<file path="src/rtl/alu_ctrl_pkg.sv">
// Shared encodings for the ALU control decoder and the iterative multiply/divide unit.
package alu_ctrl_pkg;

    localparam logic [3:0] OP_AND    = 4'b0000;
    localparam logic [3:0] OP_OR     = 4'b0001;
    localparam logic [3:0] OP_ADD    = 4'b0010;
    localparam logic [3:0] OP_XOR    = 4'b0011;
    localparam logic [3:0] OP_SLL    = 4'b0100;
    localparam logic [3:0] OP_SRL    = 4'b0101;
    localparam logic [3:0] OP_SUB    = 4'b0110;
    localparam logic [3:0] OP_SRA    = 4'b0111;
    localparam logic [3:0] OP_BEQ    = 4'b1000;
    localparam logic [3:0] OP_SLT    = 4'b1100;
    localparam logic [3:0] OP_SLTU   = 4'b1101;
    localparam logic [3:0] OP_PASS_B = 4'b1111;

    localparam logic [1:0] ALUOP_MEM    = 2'b00;
    localparam logic [1:0] ALUOP_BRANCH = 2'b01;
    localparam logic [1:0] ALUOP_ARITH  = 2'b10;
    localparam logic [1:0] ALUOP_JAL    = 2'b11;

    localparam logic [6:0] F7_BASE   = 7'b0000000;
    localparam logic [6:0] F7_ALT    = 7'b0100000;
    localparam logic [6:0] F7_MULDIV = 7'b0000001;

    localparam logic [2:0] F3_MUL    = 3'b000;
    localparam logic [2:0] F3_MULH   = 3'b001;
    localparam logic [2:0] F3_MULHSU = 3'b010;
    localparam logic [2:0] F3_MULHU  = 3'b011;
    localparam logic [2:0] F3_DIV    = 3'b100;
    localparam logic [2:0] F3_DIVU   = 3'b101;
    localparam logic [2:0] F3_REM    = 3'b110;
    localparam logic [2:0] F3_REMU   = 3'b111;

    typedef enum logic [1:0] {IDLE = 2'b00, BUSY = 2'b01, DONE = 2'b10} mdu_state_t;

endpackage

</file>
<file path="src/rtl/mdu_iter.sv">
// Radix-2 magnitude engine: shift-add multiply or restoring divide, one step per cycle.
// hi holds the partial product / remainder, lo the multiplier / quotient bits.
module mdu_iter #(
    parameter int WIDTH = 32
) (
    input  logic             clk,
    input  logic             reset,
    input  logic             start_i,
    input  logic             step_i,
    input  logic             is_div_i,
    input  logic [WIDTH-1:0] a_mag_i,
    input  logic [WIDTH-1:0] b_mag_i,
    output logic             last_o,
    output logic             b_zero_o,
    output logic [WIDTH-1:0] hi_d_o,
    output logic [WIDTH-1:0] lo_d_o
);
    localparam int CW = $clog2(WIDTH);

    logic [WIDTH-1:0] hi_q, lo_q, b_q;
    logic [CW-1:0]    cnt_q;
    logic [WIDTH:0]   sum, shifted, diff;

    always_comb begin
        sum     = lo_q[0] ? ({1'b0, hi_q} + {1'b0, b_q}) : {1'b0, hi_q};
        shifted = {hi_q, lo_q[WIDTH-1]};
        diff    = shifted - {1'b0, b_q};
        hi_d_o  = sum[WIDTH:1];
        lo_d_o  = {sum[0], lo_q[WIDTH-1:1]};
        if (is_div_i) begin
            // A non-negative trial difference means the divisor fits: keep it, quotient bit 1.
            if (!diff[WIDTH]) begin
                hi_d_o = diff[WIDTH-1:0];
                lo_d_o = {lo_q[WIDTH-2:0], 1'b1};
            end else begin
                hi_d_o = shifted[WIDTH-1:0];
                lo_d_o = {lo_q[WIDTH-2:0], 1'b0};
            end
        end
    end

    always_ff @(posedge clk or posedge reset) begin
        if (reset) begin
            hi_q  <= '0;
            lo_q  <= '0;
            b_q   <= '0;
            cnt_q <= '0;
        end else if (start_i) begin
            hi_q  <= '0;
            lo_q  <= a_mag_i;
            b_q   <= b_mag_i;
            cnt_q <= '0;
        end else if (step_i) begin
            hi_q  <= hi_d_o;
            lo_q  <= lo_d_o;
            cnt_q <= cnt_q + 1'b1;
        end
    end

    assign last_o   = (cnt_q == CW'(WIDTH - 1));
    assign b_zero_o = (b_q == '0);

endmodule

</file>
<file path="src/rtl/alu_ctrl_mdu.sv">
// ALU control decode plus the sequencing FSM and sign handling for the M-extension unit.
// Handshake: an M-op is accepted in IDLE when valid_i & ~flush; stall holds the pipeline until DONE.
module alu_ctrl_mdu
    import alu_ctrl_pkg::*;
#(
    parameter int WIDTH = 32,
    parameter int OP_W  = 4
) (
    input  logic             clk,
    input  logic             reset,
    input  logic [1:0]       ALUOp,
    input  logic [6:0]       Funct7,
    input  logic [2:0]       Funct3,
    input  logic             IsRType,
    input  logic             valid_i,
    input  logic             flush,
    input  logic [WIDTH-1:0] SrcA,
    input  logic [WIDTH-1:0] SrcB,
    output logic [OP_W-1:0]  Operation,
    output logic             mdu_sel,
    output logic             stall,
    output logic [WIDTH-1:0] mdu_result,
    output logic             mdu_done,
    output mdu_state_t       mdu_state_o
);
    mdu_state_t       state_q, state_d;
    logic [3:0]       op_c;
    logic             mop_c, accept_c, step_c, finish_c, stall_c;
    logic             a_signed_c, b_signed_c, sa_c, sb_c;
    logic [WIDTH-1:0] a_mag_c, b_mag_c, hi_d, lo_d, res_c;
    logic [2*WIDTH-1:0] prod_c;
    logic             sa_q, sb_q, done_q, last, b_zero;
    logic [2:0]       f3_q;
    logic [WIDTH-1:0] result_q;

    assign mop_c = (ALUOp == ALUOP_ARITH) && IsRType && (Funct7 == F7_MULDIV);

    always_comb begin
        op_c = OP_ADD;
        unique case (ALUOp)
            ALUOP_MEM:    op_c = OP_ADD;
            ALUOP_BRANCH: op_c = OP_BEQ;
            ALUOP_JAL:    op_c = OP_PASS_B;
            default: begin
                if (!mop_c) begin
                    unique case (Funct3)
                        3'b000:  op_c = (IsRType && Funct7 == F7_ALT) ? OP_SUB : OP_ADD;
                        3'b001:  op_c = OP_SLL;
                        3'b010:  op_c = OP_SLT;
                        3'b011:  op_c = OP_SLTU;
                        3'b100:  op_c = OP_XOR;
                        // Shift immediates carry the arithmetic flag in the same bits, so IsRType is ignored.
                        3'b101:  op_c = (Funct7 == F7_ALT) ? OP_SRA : OP_SRL;
                        3'b110:  op_c = OP_OR;
                        default: op_c = OP_AND;
                    endcase
                end
            end
        endcase
    end

    assign Operation = OP_W'(op_c);
    assign mdu_sel   = mop_c;

    always_ff @(posedge clk or posedge reset) begin
        if (reset) state_q <= IDLE;
        else       state_q <= state_d;
    end

    always_comb begin
        state_d = state_q;
        unique case (state_q)
            IDLE:    if (valid_i && mop_c && !flush) state_d = BUSY;
            BUSY:    if (flush) state_d = IDLE;
                     else if (last) state_d = DONE;
            default: state_d = IDLE;
        endcase
    end

    always_comb begin
        accept_c = (state_q == IDLE) && valid_i && mop_c && !flush;
        step_c   = (state_q == BUSY) && !flush;
        finish_c = step_c && last;
        stall_c  = !reset && (accept_c || state_q == BUSY);
    end

    assign a_signed_c = (Funct3 == F3_MULH) || (Funct3 == F3_MULHSU) || (Funct3 == F3_DIV) || (Funct3 == F3_REM);
    assign b_signed_c = (Funct3 == F3_MULH) || (Funct3 == F3_DIV) || (Funct3 == F3_REM);
    assign sa_c    = a_signed_c && SrcA[WIDTH-1];
    assign sb_c    = b_signed_c && SrcB[WIDTH-1];
    assign a_mag_c = sa_c ? -SrcA : SrcA;
    assign b_mag_c = sb_c ? -SrcB : SrcB;

    mdu_iter #(.WIDTH(WIDTH)) u_iter (
        .clk      (clk),
        .reset    (reset),
        .start_i  (accept_c),
        .step_i   (step_c),
        .is_div_i (f3_q[2]),
        .a_mag_i  (a_mag_c),
        .b_mag_i  (b_mag_c),
        .last_o   (last),
        .b_zero_o (b_zero),
        .hi_d_o   (hi_d),
        .lo_d_o   (lo_d)
    );

    // Sign fix-up on the final iteration's outputs; a zero divisor keeps the all-ones quotient.
    always_comb begin
        prod_c = (sa_q ^ sb_q) ? -{hi_d, lo_d} : {hi_d, lo_d};
        unique case (f3_q)
            F3_MUL:                      res_c = prod_c[WIDTH-1:0];
            F3_MULH, F3_MULHSU, F3_MULHU: res_c = prod_c[2*WIDTH-1:WIDTH];
            F3_DIV, F3_DIVU:             res_c = ((sa_q ^ sb_q) && !b_zero) ? -lo_d : lo_d;
            default:                     res_c = sa_q ? -hi_d : hi_d;
        endcase
    end

    always_ff @(posedge clk or posedge reset) begin
        if (reset) begin
            sa_q     <= 1'b0;
            sb_q     <= 1'b0;
            f3_q     <= '0;
            done_q   <= 1'b0;
            result_q <= '0;
        end else begin
            done_q <= finish_c;
            if (accept_c) begin
                sa_q <= sa_c;
                sb_q <= sb_c;
                f3_q <= Funct3;
            end
            if (finish_c) result_q <= res_c;
        end
    end

    assign stall       = stall_c;
    assign mdu_done    = done_q;
    assign mdu_result  = result_q;
    assign mdu_state_o = state_q;

endmodule

</file>
<file path="config.mk">
export PLATFORM = sky130hd
export DESIGN_NAME = alu_ctrl_mdu
export DESIGN_NICKNAME = d
export VERILOG_FILES = /design/src/rtl/alu_ctrl_pkg.sv /design/src/rtl/mdu_iter.sv /design/src/rtl/alu_ctrl_mdu.sv
export SDC_FILE = /design/constraint.sdc
export NUM_CORES = 1
export LEC_CHECK = 0
export CAP_MARGIN = 40
export CORE_MARGIN = 4
export CORE_UTILIZATION = 45
export DETAILED_ROUTE_END_ITERATION = 12
export SLEW_MARGIN = 20
export SYNTH_ARGS = -nofsm -noshare
export SYNTH_HDL_FRONTEND = slang
export SYNTH_HIERARCHICAL = 1
export SYNTH_SLANG_ARGS = --single-unit
</file>
<file path="constraint.sdc">
create_clock -name clk -period 10.83 [get_ports clk]
set_input_delay 1.083 -clock clk [delete_from_list [all_inputs] [get_ports clk]]
set_output_delay 1.083 -clock clk [all_outputs]
set_load 0.005 [all_outputs]
</file>
======== Word-level counts from Yosys, hierarchy flattened ========
Index checks and enable logic that the tools add are counted.
cells by class
  reduce and logical (&&, ||, !) cells .... 32
  bitwise logic cells ..................... 1
  $add $sub $neg .......................... 8
  muxes and demuxes ....................... 26
  eq/ne operators ......................... 20
operator list
  cell                 number
  $mux 32              11
  $neg 32->32          4
  $pmux 32 s3          1
  $mux 64              1
  $neg 64->64          1
  $add 32x32->33       1
  $mux 33              1
  $sub 33x32->33       1
  $logic_not 32->1     1
  $pmux 4 s7           1
  $eq 3x3->1 const B   5
  $logic_and 1x1->1    14
  $eq 3x2->1 const B   4
  $pmux 4 s3           1
  $mux 5               2
  $mux 2               4
  $eq 7x1->1 const B   1
  $eq 7x6->1 const B   1
  $eq 3x1->1 const B   2
  $logic_not 3->1      2
  $logic_or 1x1->1     6
  $add 5x1->5 const B  1
  $eq 5x5->1 const B   1
  $eq 2x1->1 const B   2
  other kinds (14)     18
storage, ports and cells
  register bits ........................... 141
  bits of input ports ..................... 81

======== Logic depth before layout (Yosys ltp) ========
  word-level depth ........................ 7
  mapped depth ............................ 23
  depth with buffers taken out ............ 20

======== By module ========
The synthesis kept the hierarchy.
modules (own cells, without submodules)
  module        area each (um^2)  cells an instance  seq. area each (um^2)  instances
  mdu_iter      9456.6            1175               2527.4                 1
  alu_ctrl_mdu  6208.5            870                1001.0                 1

======== Worst setup path before layout ========
OpenSTA, ideal clock, no wires.
  path type ............................... register to register
  from .................................... reg u_iter.lo_q[31]
  to ...................................... reg result_q[25] (netlist: mdu_result[25])
  data arrival time ....................... 4.706 ns
  stages on the path, launching flop included .. 21
  buffers on the path ..................... 2
  path slack .............................. 6.036 ns
  clock period less this slack ............ 4.794 ns
  path through ............................ dfrtp_1 > inv_1 > ha_1 > inv_1 > fa_1 > a21o_1 > a221oi_2 > or4b_4 > a31oi_4 > o21ai_2 > nand2_4 > buf_2 > a211oi_1 > nor2_1 > clkbuf_1 > or4_1 > nor4b_1 > and3_1 > and4_1 > mux2_2 > a41oi_1
on the way
  longest elaborated chain between the ends .. 6
RTL lines
  what                                               RTL line                                  source
  start, declared                                    mdu_iter.sv:20                            logic [WIDTH-1:0] hi_q, lo_q, b_q;
  start signal, assigned                             mdu_iter.sv:50                            lo_q <= a_mag_i;
  start signal, assigned                             mdu_iter.sv:55                            lo_q <= lo_d_o;
  $sub 33x32->33 *                                   mdu_iter.sv:27                            diff = shifted - {1'b0, b_q};
  $mux 32 *                                          mdu_iter.sv:32                            if (!diff[WIDTH]) begin
  $mux 32 *                                          mdu_iter.sv:30                            if (is_div_i) begin
  named net hi_d[15]                                 alu_ctrl_mdu.sv:30                        logic [WIDTH-1:0] a_mag_c, b_mag_c, hi_d, lo_d, res_c;
  $neg 64->64 / $neg 32->32 (equally long branches)  alu_ctrl_mdu.sv:110, alu_ctrl_mdu.sv:115
  $mux 64 / $mux 32 (equally long branches)          alu_ctrl_mdu.sv:110, alu_ctrl_mdu.sv:115
  $pmux 32 s3 *                                      alu_ctrl_mdu.sv:111                       unique case (f3_q)
  end signal, assigned                               alu_ctrl_mdu.sv:133                       if (finish_c) result_q <= res_c;
  end, declared                                      alu_ctrl_mdu.sv:34                        logic [WIDTH-1:0] result_q;
Mark *: on every way through the listed nets, which the timed path passes. The rest lies on a longest branch.
A chain may end at the register's enable or synchronous reset.

======== Worst setup path in the final report ========
  from .................................... reg u_iter.b_q[1]
  to ...................................... reg result_q[30] (netlist: mdu_result[30])
on the way
  longest elaborated chain between the ends .. 6
RTL lines
  what                                               RTL line                                  source
  start, declared                                    mdu_iter.sv:20
  start signal, assigned                             mdu_iter.sv:51                            b_q <= b_mag_i;
  $sub 33x32->33 *                                   mdu_iter.sv:27
  $mux 1 *                                           mdu_iter.sv:32
  $mux 32 *                                          mdu_iter.sv:30
  named net lo_d[0]                                  alu_ctrl_mdu.sv:30
  $neg 64->64 / $neg 32->32 (equally long branches)  alu_ctrl_mdu.sv:110, alu_ctrl_mdu.sv:114
  $mux 64 / $mux 32 (equally long branches)          alu_ctrl_mdu.sv:110, alu_ctrl_mdu.sv:114
  $pmux 32 s3 *                                      alu_ctrl_mdu.sv:111
Marked as above.

==> impl_metrics.toml <==
[sta]
setup_viol = 0
hold_viol_final = 0
min_period_ns = 7.12
skew_ns = 0.0171
finalSetupTns_ns = 0
worst_pin_slew_ns = 0.876
period_share_pct = 65.7
drv_slew = 0
rsz0062_at_grt = "no"
max_freq_mhz = 141
worst_slack_ns = 3.71
maxSlewHeadroom_pct = 41.1

[setup_path]
cp-start-kind = "flip-flop"
rrSetupSlack_ns = 3.71
crit_fanout = 12
cp_slowest_cell = "nor3_1"
worstPathRequired_ns = 11.18
end_kind = "flip-flop"
crit_arrival_ns = 7.46
max_stage_delay_ns = 0.84
ff2ff_path_depth = 17
cpMostUsedCell = "inv_1"
crit_type = "flip-flop to flip-flop"
worstPathCellList = "inv_1 > fa_1 > a21o_1 > a221oi_2 > or4b_4 > a31oi_4 > or3_1 > nand3_1 > o21ai_0 > inv_1 > ha_1 > nor4b_1 > nand4_1 > nor3_1 > a211oi_1 > a211o_1 > o32a_1"

[clock_network]
clock_latency_ns = 0.47
clock_sinks = 141
cts_buffers = 17
clockBufferDepth = 2
postCtsHoldBufs = 0
post-cts-setup-buffers = 0
h-tree-depth = 4
cts_tree = "yes"
clkTransAtPathRegs_ns = 0.07
post_cts_resized = 0
clockRootBuffer = "clkbuf_16"

[synthesis]
synth-edff-count = 0
synth_top_area_share_pct = 22.5
synth_top_family_by_area = "compound AO/OA/AOI/OAI gates"
synth_cell_types = 91
synth-compound-area-share_pct = 27.8
syn_area_per_cell_um2 = 7.66
synth-main-ff-cell = "dfrtp_1"
syn_inst = 2045
yosysTopAreaCell = "dfrtp_1"
syn_nets = 2202
ys.warnings.count = 6
synth_xor_area_share_pct = 8.00
synthSimpleGateAreaFrac_pct = 24.2
synth_area_mm2 = 0.0157
yosysSeqAreaShare_pct = 22.5
synth-async-reset-ratio_pct = 100
ys_seq_elements = 141
yosys.area_share.adder_pct = 6.17
synthMuxAreaShare_pct = 6.05
synth_area_leaders = "dfrtp_1 23%, ha_1 5.9%, o21ai_0 5.6%"

[finish]
diodes = 0
syn_to_final_growth_pct = 13.9
nets = 2242
layout_commonest_cell = "nand2_1"
layout_common_cells = "189 x nand2_1, 176 x o21ai_0, 169 x nor2_1, 140 x dfrtp_1, 137 x a21oi_1"
n_fill_cell = 3418
drive_gt1_share_pct = 6.91
final_cell_area_mm2 = 0.0178

[global_routing]
grt_first_pass_wirelength_um = 91400
track_usage_pct = 30.0
grt_pass1_vias = 15800
grt_max_degree = 66
overflow = 0
antenna_found_initial = 0

[power]
power_density_mw_per_mm2 = 118
vdd_drop_max_v = 0.000134
leakage_nw = 7.25
finalPower_w = 0.00210

[place]
place_area_mm2 = 0.0172
place_congestion = 0.973
dp_slack_ns = 3.97
place.port_buffers = 121
hpwl_um = 44900

[job]
cap_violations = 0

[floorplan]
dieWidth_um = 195
rows = 68
die_height_um = 195
core_area_mm2 = 0.0345
dieArea_mm2 = 0.0379
io_pins = 122
initial_core_util_pct = 45.5

[hold_path]
holdPathStages = 1
hold_class = "flip-flop to flip-flop"

[detailed_routing]
wire_per_inst_um = 23.0
dr.pass1.iters = 6
route.vias.total = 16600
routed_wl_um = 58600
viasPerCell = 6.50
drc = 0
initialDrtViolationCount = 1894
drtAntennaViolNets = 0

[status]
status = "complete, no violations"
==> synthesized netlist by cell type (8+ instances only) <==
cell type / instances
a211oi_1: 43
a21boi_0: 9
a21o_1: 33
a21oi_1: 137
a221oi_1: 8
a31oi_1: 32
a41oi_1: 9
and2_1: 15
and3_1: 19
and4_1: 8
buf_1: 10
buf_2: 12
clkbuf_1: 103
dfrtp_1: 141
ha_1: 74
inv_1: 72
mux2_2: 37
mux2i_1: 53
nand2_1: 189
nand2b_1: 43
nand3_1: 36
nand3b_1: 13
nand4_1: 29
nor2_1: 170
nor2b_1: 18
nor3_1: 74
nor4_1: 39
o211a_1: 10
o211ai_1: 20
o21ai_0: 176
o21bai_1: 10
o31ai_1: 28
o32ai_1: 17
o41ai_1: 13
or3_1: 34
or4_1: 20
xnor2_1: 91
xor2_1: 52
==> power by group <==
part | switching, W | leakage [nW] | internal [W]
registers | 0.0000419 | 1.74 | 0.000549
logic | 0.000560 | 5.21 | 0.000318
clock network | 0.000299 | 0.292 | 0.000330
==> sequential cells by signal, summed over array words and instances, names as in the netlist <==
name	flops
f3_q	3
mdu_done	1
mdu_result	32
mdu_state_o	2
sa_q	1
sb_q	1
u_iter/b_q	32
u_iter/cnt_q	5
u_iter/hi_q	32
u_iter/lo_q	32
==> critical path: cells and delay by family (launching register included) <==
kind                     cells  cell delay [ns]
AND/OR/NAND/NOR              6             3.50
buffers and inverters        2             0.31
adder cells (fa/ha/maj)      2             0.69
flip-flops                   1             0.57
AO/OA/AOI/OAI                7             1.93
==> area by class of cell <==
type	count	area, um^2	area share (%)
Clock buffer	17	425	2.38
Clock inverter	15	168	0.940
Inverter	72	275	1.54
Multi-Input combinational cell	1701	11400	63.7
Sequential cell	141	3530	19.8
Tap cell	455	569	3.19
Timing Repair Buffer	152	1510	8.48
==> final timing paths <==
kind                                    start              end
worst min register to register  mdu_result[1]    mdu_result[1]
worst min-delay path            mdu_result[1]    mdu_result[1]
max in group asynchronous               reset  u_iter/lo_q[22]
worst max-delay path            u_iter/b_q[1]   mdu_result[30]
worst max register to register  u_iter/b_q[1]   mdu_result[30]
min in group asynchronous               reset    u_iter/b_q[2]
==> metal layers <==
metal / up-vias / global-route usage, % / share of wire [%]
li1: 7732 / - / -
met1: 7943 / 43.4 / 46
met2: 783 / 44.3 / 43
met3: 128 / 5.46 / 8.2
met4: 0 / 11.8 / 3.5
met5: - / 0 / 0
==> kinds of logic after synthesis <==
family          Yosys count
xor+xnor                143
flops                   141
buf+inv                 203
fa+ha+maj                76
compound gates          649
mux                      90
simple gates            743
==> metrics by stage <==
stage | std cells | hold slack (ns) | utilization (%)
after detailed placement | 2516 | 0.483 | 49.9
after floorplan | 2045 | 0.473 | -
after global placement | 2511 | 0.464 | 49.6
final | 2553 | 0.487 | 51.8
after CTS | 2548 | 0.499 | 51.6
after global routing | 2553 | 0.510 | 51.8
Note: power is estimated with default switching activity, not from simulation.
